==> config.mk <==
export PLATFORM = sky130hd
export DESIGN_NAME = nec_ir_decoder
export DESIGN_NICKNAME = d
export VERILOG_FILES = /design/src/rtl/nec_ir_decoder_pkg.sv /design/src/rtl/nec_ir_decoder_tick_gen.sv /design/src/rtl/nec_ir_decoder.sv
export SDC_FILE = /design/constraint.sdc
export NUM_CORES = 1
export LEC_CHECK = 0
export BUFFER_PORTS_ARGS = -buffer_cell sky130_fd_sc_hd__buf_4
export CAP_MARGIN = 20
export CORE_MARGIN = 5
export CORE_UTILIZATION = 35
export DETAILED_ROUTE_END_ITERATION = 6
export PLACE_DENSITY = 0.52
export SYNTH_ARGS = -nofsm -noshare
export SYNTH_HDL_FRONTEND = slang
export SYNTH_SLANG_ARGS = --single-unit
export TNS_END_PERCENT = 20
==> constraint.sdc <==
create_clock -name clk -period 2.9 [get_ports clk]
set_input_delay 0.58 -clock clk [delete_from_list [all_inputs] [get_ports clk]]
set_output_delay 0.58 -clock clk [all_outputs]
set_load 0.02 [all_outputs]
==> src/rtl/nec_ir_decoder_pkg.sv <==
// Shared NEC IR decode definitions: FSM states, timing windows in 10 us ticks, key codes.
// Windows are inclusive; the key codes are shared with the snake game's direction input.
package nec_pkg;

  typedef enum logic [2:0] {
    IDLE,
    LEAD_MARK,
    LEAD_SPACE,
    BIT_MARK,
    BIT_SPACE,
    STOP_MARK,
    REP_MARK
  } nec_state_t;

  localparam int unsigned LEAD_MARK_MIN  = 800;
  localparam int unsigned LEAD_MARK_MAX  = 1000;
  localparam int unsigned LEAD_SPACE_MIN = 400;
  localparam int unsigned LEAD_SPACE_MAX = 500;
  localparam int unsigned REP_SPACE_MIN  = 180;
  localparam int unsigned REP_SPACE_MAX  = 270;
  localparam int unsigned MARK_MIN       = 40;
  localparam int unsigned MARK_MAX       = 75;
  localparam int unsigned ZERO_MIN       = 40;
  localparam int unsigned ZERO_MAX       = 75;
  localparam int unsigned ONE_MIN        = 140;
  localparam int unsigned ONE_MAX        = 200;

  localparam logic [31:0] UP    = 32'h20DF6A95;
  localparam logic [31:0] DOWN  = 32'h20DFEA15;
  localparam logic [31:0] LEFT  = 32'h20DF1AE5;
  localparam logic [31:0] RIGHT = 32'h20DF9A65;

  function automatic logic in_win(input logic [31:0] v, input int unsigned lo,
                                  input int unsigned hi);
    return (v >= lo) && (v <= hi);
  endfunction

endpackage

==> src/rtl/nec_ir_decoder_tick_gen.sv <==
// Free-running prescaler emitting a one-clk tick every TICK_DIV clocks.
// Registered tick, no backpressure; TICK_DIV of 1 yields a tick on every clock.
module nec_tick_gen #(
  parameter int TICK_DIV = 500
) (
  input  logic clk,
  input  logic reset_n,
  output logic tick
);

  localparam int W = (TICK_DIV > 1) ? $clog2(TICK_DIV) : 1;
  localparam logic [W-1:0] LAST = W'(TICK_DIV - 1);

  logic [W-1:0] div_cnt;

  always_ff @(posedge clk or negedge reset_n) begin
    if (!reset_n) begin
      div_cnt <= '0;
      tick    <= 1'b0;
    end else if (div_cnt == LAST) begin
      div_cnt <= '0;
      tick    <= 1'b1;
    end else begin
      div_cnt <= div_cnt + 1'b1;
      tick    <= 1'b0;
    end
  end

endmodule

==> src/rtl/nec_ir_decoder.sv <==
// NEC IR frame decoder: syncs ir_n, times marks/spaces, holds the last valid 32-bit code.
// Outputs pulse 3 clk after the raw ir_n edge ending a frame; no backpressure, pulses are fire-and-forget.
module nec_ir_decoder
  import nec_pkg::*;
#(
  parameter int CLK_FREQ_HZ = 50_000_000,
  parameter int TICK_DIV    = CLK_FREQ_HZ / 100_000,
  parameter int CNT_W       = 12
) (
  input  logic        clk,
  input  logic        reset_n,
  input  logic        ir_n,
  output logic [31:0] direction,
  output logic        code_valid,
  output logic        repeat_pulse,
  output logic        frame_err
);

  logic [1:0]       sync_q;
  logic             ir_act;
  logic             act_q;
  logic             rise;
  logic             fall;
  logic             tick;
  logic [CNT_W-1:0] cnt;
  logic [31:0]      cnt_ext;
  nec_state_t       state;
  logic [31:0]      shreg;
  logic [5:0]       bitcnt;
  logic             has_code;

  nec_tick_gen #(.TICK_DIV(TICK_DIV)) u_tick (
    .clk     (clk),
    .reset_n (reset_n),
    .tick    (tick)
  );

  // Synchronizer resets to the idle (high) line level so release never looks like an edge.
  always_ff @(posedge clk or negedge reset_n) begin
    if (!reset_n) begin
      sync_q <= 2'b11;
      act_q  <= 1'b0;
    end else begin
      sync_q <= {sync_q[0], ir_n};
      act_q  <= ir_act;
    end
  end

  assign ir_act  = ~sync_q[1];
  assign rise    = ir_act & ~act_q;
  assign fall    = ~ir_act & act_q;
  assign cnt_ext = 32'(cnt);

  // A tick landing on the strobe cycle already belongs to the new interval.
  always_ff @(posedge clk or negedge reset_n) begin
    if (!reset_n) begin
      cnt <= '0;
    end else if (rise || fall) begin
      cnt <= tick ? CNT_W'(1) : '0;
    end else if (tick && (cnt != '1)) begin
      cnt <= cnt + 1'b1;
    end
  end

  always_ff @(posedge clk or negedge reset_n) begin
    if (!reset_n) begin
      state        <= IDLE;
      shreg        <= '0;
      bitcnt       <= '0;
      has_code     <= 1'b0;
      direction    <= '0;
      code_valid   <= 1'b0;
      repeat_pulse <= 1'b0;
      frame_err    <= 1'b0;
    end else begin
      code_valid   <= 1'b0;
      repeat_pulse <= 1'b0;
      frame_err    <= 1'b0;
      case (state)
        IDLE: begin
          if (rise) state <= LEAD_MARK;
        end
        LEAD_MARK: begin
          if (fall) begin
            if (in_win(cnt_ext, LEAD_MARK_MIN, LEAD_MARK_MAX)) begin
              state <= LEAD_SPACE;
            end else begin
              frame_err <= 1'b1;
              state     <= IDLE;
            end
          end else if (cnt_ext > LEAD_MARK_MAX) begin
            frame_err <= 1'b1;
            state     <= IDLE;
          end
        end
        LEAD_SPACE: begin
          if (rise) begin
            if (in_win(cnt_ext, LEAD_SPACE_MIN, LEAD_SPACE_MAX)) begin
              state  <= BIT_MARK;
              bitcnt <= '0;
            end else if (in_win(cnt_ext, REP_SPACE_MIN, REP_SPACE_MAX)) begin
              state <= REP_MARK;
            end else begin
              frame_err <= 1'b1;
              state     <= IDLE;
            end
          end else if (cnt_ext > LEAD_SPACE_MAX) begin
            frame_err <= 1'b1;
            state     <= IDLE;
          end
        end
        BIT_MARK: begin
          if (fall) begin
            if (in_win(cnt_ext, MARK_MIN, MARK_MAX)) begin
              state <= BIT_SPACE;
            end else begin
              frame_err <= 1'b1;
              state     <= IDLE;
            end
          end else if (cnt_ext > MARK_MAX) begin
            frame_err <= 1'b1;
            state     <= IDLE;
          end
        end
        BIT_SPACE: begin
          if (rise) begin
            if (in_win(cnt_ext, ZERO_MIN, ZERO_MAX) || in_win(cnt_ext, ONE_MIN, ONE_MAX)) begin
              // First bit received ends up in bit 31.
              shreg  <= {shreg[30:0], in_win(cnt_ext, ONE_MIN, ONE_MAX)};
              bitcnt <= bitcnt + 6'd1;
              state  <= (bitcnt == 6'd31) ? STOP_MARK : BIT_MARK;
            end else begin
              frame_err <= 1'b1;
              state     <= IDLE;
            end
          end else if (cnt_ext > ONE_MAX) begin
            frame_err <= 1'b1;
            state     <= IDLE;
          end
        end
        STOP_MARK: begin
          if (fall) begin
            // Only the command byte pair is checked; extended NEC reuses the address bytes.
            if (in_win(cnt_ext, MARK_MIN, MARK_MAX) && (shreg[15:8] == ~shreg[7:0])) begin
              direction  <= shreg;
              code_valid <= 1'b1;
              has_code   <= 1'b1;
            end else begin
              frame_err <= 1'b1;
            end
            state <= IDLE;
          end else if (cnt_ext > MARK_MAX) begin
            frame_err <= 1'b1;
            state     <= IDLE;
          end
        end
        REP_MARK: begin
          if (fall) begin
            if (in_win(cnt_ext, MARK_MIN, MARK_MAX)) begin
              repeat_pulse <= has_code;
            end else begin
              frame_err <= 1'b1;
            end
            state <= IDLE;
          end else if (cnt_ext > MARK_MAX) begin
            frame_err <= 1'b1;
            state     <= IDLE;
          end
        end
        default: state <= IDLE;
      endcase
    end
  end

endmodule
After elaboration in Yosys (flattened, before gate mapping)
Index checks and enable logic that the tools add are counted.
- input port bits: 3
- word-level logic and storage cells: 120
- flip-flop bits (word level): 102
- output and inout port bits: 35
- equality and inequality tests: 18
- order comparisons: 14
- bitwise gates (word level): 5
- add/sub/neg operators: 3
- reductions and logical operators: 18
- mux-type cells: 49
- operators by type and width (operator ; number):
    2-to-1 mux 3 bit ; 15
    >= comparator 12 x 8 -> 1 bit, second input constant ; 2
    less-or-equal comparator 12 x 9 -> 1 bit, second input constant ; 2
    2-to-1 mux 12 bit ; 2
    2-to-1 mux 6 bit ; 4
    2-to-1 mux 1 bit ; 23
    case mux 3 bit (6 select lines) ; 1
    adder 12 x 1 -> 12 bit, second input constant ; 1
    >= comparator 12 x 10 -> 1 bit, second input constant ; 1
    >= comparator 12 x 6 -> 1 bit, second input constant ; 1
    >= comparator 12 x 9 -> 1 bit, second input constant ; 1
    greater-than comparator 12 x 10 -> 1 bit, second input constant ; 1
    greater-than comparator 12 x 7 -> 1 bit, second input constant ; 1
    greater-than comparator 12 x 8 -> 1 bit, second input constant ; 1
    greater-than comparator 12 x 9 -> 1 bit, second input constant ; 1
    less-or-equal comparator 12 x 10 -> 1 bit, second input constant ; 1
    less-or-equal comparator 12 x 7 -> 1 bit, second input constant ; 1
    less-or-equal comparator 12 x 8 -> 1 bit, second input constant ; 1
    != test 12 bit, second input constant ; 1
    case mux 6 bit (2 select lines) ; 1
    != test 2 bit, second input constant ; 5
    adder 9 x 1 -> 9 bit, second input constant ; 1
    equality test 3 bit, second input constant ; 3
    equality test 9 bit, second input constant ; 1
    other kinds (20) ; 35

Longest topological paths before layout
- depth in word-level cells: 6
- depth in mapped cells: 8
- gate-level depth less buffers: 7

Hierarchy
A second synthesis with hierarchy kept.
- cells, all modules: 395
- area, all modules: 4790.8 um^2
- modules (own cells, without submodules) (module ; area an instance (um^2) ; cells each ; times used ; sequential area each (um^2)):
    nec_ir_decoder ; 4301.6 ; 351 ; 1 ; 2304.7
    nec_tick_gen ; 489.2 ; 44 ; 1 ; 250.2

Worst setup path before layout
Ideal clock, no wire load.
- path type: register to register
- start point: register cnt[11]
- end point: register shreg[17]
- library setup time: 0.125 ns
- stages on the path, launching flop included: 8
- path buffers: 2
- period minus slack after synthesis: 2.332 ns
- arrival time: 2.207 ns
- required time: 2.775 ns
- path slack: 0.568 ns
- cells stage by stage: dfrtp_1 > or4_4 > o21bai_1 > a21o_1 > buf_6 > a21oi_4 > buf_6 > mux2_2
- cells in the longest elaborated chain, start to end: 4
- elaborated cells on any way between the ends: 8
- classes of those cells: order compare (4); reduce/logical (4)
- ends and longest elaborated chain (what ; RTL line ; RTL):
    from (decl) ; nec_ir_decoder.sv:25 ; logic [CNT_W-1:0] cnt;
    from (signal assigned) ; nec_ir_decoder.sv:59 ; cnt <= tick ? CNT_W'(1) : '0;
    from (signal assigned) ; nec_ir_decoder.sv:61 ; cnt <= cnt + 1'b1;
    >= comparator 12 x 6 -> 1 bit, or another cell as far along ; nec_ir_decoder_pkg.sv:35 ; return (v >= lo) && (v <= hi);
    logical AND 1 bit ; nec_ir_decoder_pkg.sv:35 ;
    logical OR 1 bit (*) ; nec_ir_decoder.sv:127 ; if (in_win(cnt_ext, ZERO_MIN, ZERO_MAX) || in_win(cnt_ext, ONE_MIN, ONE_MAX)) begin
    AND reduction 3 bit (no line) (*) ; n/a ;
    to (signal assigned) ; nec_ir_decoder.sv:129 ; shreg <= {shreg[30:0], in_win(cnt_ext, ONE_MIN, ONE_MAX)};
    to (decl) ; nec_ir_decoder.sv:28 ; logic [31:0] shreg;
Every way passes the cells marked *; elsewhere a longest branch is shown, timed or not.
A chain may end at the register's enable or synchronous reset.

Worst setup path in the final report
- start point: register cnt[11]
- end point: register shreg[18]
The elaborated chain is that of the path after synthesis.

==> impl_metrics.toml <==
[critical_path]
r2r-end = "shreg[18]"
cp.arrival_ps = 2750
critical_path_required_ps = 3130
worst_r2r_startpoint = "cnt[11]"
critPathCaptureType = "flop"
rr_worst_depth = 6
setup.reg_to_reg.worst_slack_ps = 380
cp-start-kind = "flop"
crit_fanout = 16
worst-setup-path-type = "flop to flop"
setup.worst_path.start = "cnt[11]"

[timing]
rsz0062_at_grt = "false"
finalSetupTns_ps = 0
slew_viol_final = 0
skew_ps = 6.75
layout_worst_path_cycle_share_pct = 86.8
worst-slew-pin-transition_ps = 768
normalized_max_slew_margin_pct = 48.3
timing.final.crit_period_ps = 2520
setup_violations = 0
hold_viol = 0
fin_worst_hold_slack_ps = 276
max_freq_mhz = 397

[detailed_routing]
detail_route.iter0.violations = 134
wl_mm = 9.66
drt-pass1-iter-count = 4
route.detailed.wl_per_inst_um = 15.4
drt.antenna.violating_nets = 0
drcViolationCount = 0
avgViaCountPerCell = 5.12
detailroute.via_count = 3209

[run]
timing.max_cap.violations = 0

[pwr]
power_mw = 2.66
clock_share_of_power_pct = 44.1
net-switching-power_mw = 0.604
internal_power_mw = 2.06
vdd_ir_drop_max_mv = 0.228
power.share.sequential_pct = 53.6
p_sw_share_pct = 22.7
combinational_cell_fraction_of_total_power_pct = 2.2
p_per_area_nw_per_um2 = 470
power.static_leakage_nw = 2.72

[floorplanning]
die_w_um = 128
chipHeight_um = 128
initial_core_util_pct = 35.5
row_count = 43
core_area_um2 = 13800
floorplan.die_area_um2 = 16500
io-pin-count = 38

[clock_network]
number_of_buffers_inserted_by_post_cts_setup_repair = 0
cts_tree = "done"
ctsHoldBuffers = 0
clock-root-buffer = "sky130_fd_sc_hd__clkbuf_16"
clock_transition_at_the_registers_of_the_reported_paths_ps = 70
clock_latency_ps = 350
cts.sinks = 102
number_of_buffers_inserted_during_clock_tree_synthesis = 9
clock_tree.htree_level_count = 3
cts_max_path_bufs = 2
cts.repair.resized = 0

[synthesis]
avgSynthCellArea_um2 = 12.2
synth-seq-area-share_pct = 52.0
synth_top_area_share_pct = 51.0
post_synth_main_area_contributors = "sky130_fd_sc_hd__dfrtp_1 (51%), sky130_fd_sc_hd__mux2_2 (11%), sky130_fd_sc_hd__mux2_4 (4.9%)"
ys.warnings.count = 0
postSynthCellCount = 404
syn-cell-area_um2 = 4910
post-synth-top-area-cell = "sky130_fd_sc_hd__dfrtp_1"
synth-async-reset-ratio_pct = 100
ys.flop_type = "sky130_fd_sc_hd__dfrtp_1"
synth_seq_cells = 102
synth_nets = 413
synth-edff-count = 0
synth.lib_cells_used.distinct = 58

[status]
outcome = "finished clean"

[grt]
first_global_vias = 3357
global_route.usage.total_pct = 12.7
number_of_antenna_violations_at_the_first_check_in_global_routing = 0
grt_max_degree = 55
grt_pass1_wl_mm = 16.9
gr-total-overflow = 0

[cells_and_area]
area_growth_syn_to_layout_pct = 15.6
mostFrequentLayoutCell = "sky130_fd_sc_hd__dfrtp_1"
drive_above_1_share_pct = 30.4
num-nets-final = 451
diodes = 0
final_cell_mix = "sky130_fd_sc_hd__dfrtp_1 (100), sky130_fd_sc_hd__mux2_2 (46), sky130_fd_sc_hd__buf_4 (44), sky130_fd_sc_hd__nand2_1 (22)"

[min_path]
kind_of_path_behind_the_tightest_hold_check = "input port to asynchronous set/reset pin"

[placement]
gpl.final_weighted_congestion = 0.855
numPortBuffers = 37
hpwlAfterDp_mm = 6.57
## stage by stage
| stage | utilization [%] | cells | cell area (um^2) | worst slack (ps) |
|---|---|---|---|---|
| CTS | 41.0 | 627 | 5670 | 368 |
| global route | 41.0 | 627 | 5670 | 284 |
| global placement | 38.9 | 611 | 5380 | 451 |
| detailed placement | 38.9 | 611 | 5380 | 392 |
| finish | 41.0 | 627 | 5670 | 384 |
| floorplan | - | 404 | 4910 | 568 |
## layout make-up
| cell class | count | area (um^2) |
|---|---|---|
| Multi-Input combinational cell | 267 | 2170 |
| Clock inverter | 6 | 55.1 |
| Fill cell | 1329 | 8150 |
| Clock buffer | 10 | 239 |
| Inverter | 16 | 60.1 |
| Sequential cell | 102 | 2550 |
| Tap cell | 180 | 225 |
| Timing Repair Buffer | 46 | 370 |
## routing by layer
layer,global-route usage (%),vias to the layer above,routed length [um]
met4,6.18,0,185
met2,18.9,44,4440
li1,-,1540,-
met5,0,-,0
met1,17.7,1614,4740
met3,2.66,11,302
## state kept, by name, indices dropped and copies added, names as in the netlist
name            cells
act_q               1
bitcnt              6
cnt                12
code_valid          1
direction          32
frame_err           1
has_code            1
repeat_pulse        1
shreg              32
state               3
sync_q              2
u_tick.div_cnt      9
u_tick.tick         1
## critical path, stage by stage, from the launching register on
cell and delay (ps):
sky130_fd_sc_hd__dfrtp_1 450, sky130_fd_sc_hd__or4_4 590, sky130_fd_sc_hd__o21bai_1 230, sky130_fd_sc_hd__a21o_1 320, sky130_fd_sc_hd__a21oi_4 180, sky130_fd_sc_hd__buf_4 260
sky130_fd_sc_hd__mux2_2 370
## power groups by stage
stage          Sequential (mW)  Clock [mW]  Combinational (mW)
6_report                  1.43        1.18              0.0595
5_1_grt                   1.43        1.29              0.0704
4_1_cts                   1.43        1.23              0.0624
3_5_place_dp              1.46           0              0.0621
3_3_place_gp              1.46           0              0.0627
2_1_floorplan             1.46           0              0.0218
## how the worst max path moves through the flow
stage / cells past startpoint / slack (ps) / end
after floorplan: 7 / 570 / shreg[17]
after global placement: 6 / 450 / shreg[19]
after detailed placement: 6 / 390 / shreg[18]
after CTS: 6 / 370 / shreg[18]
after global routing: 6 / 280 / direction[28]
final: 6 / 380 / shreg[18]
## synth_stat cells, drive strengths merged (2+ instances only)
| cell | instances |
|---|---|
| a21o | 2 |
| and4 | 2 |
| nand2b | 6 |
| a211o | 5 |
| nor2b | 3 |
| o211ai | 7 |
| or2 | 2 |
| nor4 | 6 |
| dfrtp | 100 |
| mux2 | 63 |
| nand2 | 23 |
| nand4 | 8 |
| nor2 | 11 |
| or3 | 6 |
| inv | 16 |
| and2 | 8 |
| a21boi | 4 |
| o41ai | 2 |
| a2111oi | 2 |
| and3 | 5 |
| xor2 | 9 |
| clkbuf | 11 |
| ha | 6 |
| nand3 | 14 |
| a22oi | 2 |
| o21ai | 9 |
| a21oi | 11 |
| nor3 | 13 |
| buf | 8 |
| a2111o | 3 |
| mux2i | 5 |
| xnor2 | 14 |
| dfstp | 2 |
## kinds of logic after synthesis
family	synth area share [%]
and+or+nand+nor	12.5
DFF	52.0
muxes	16.7
AOI/OAI and AO/OA	9.40
buffers and inverters	3.77
xor gates and xnor gates	4.10
adders and majority gates	1.53
No activity file was read; power rests on OpenSTA's default activity.
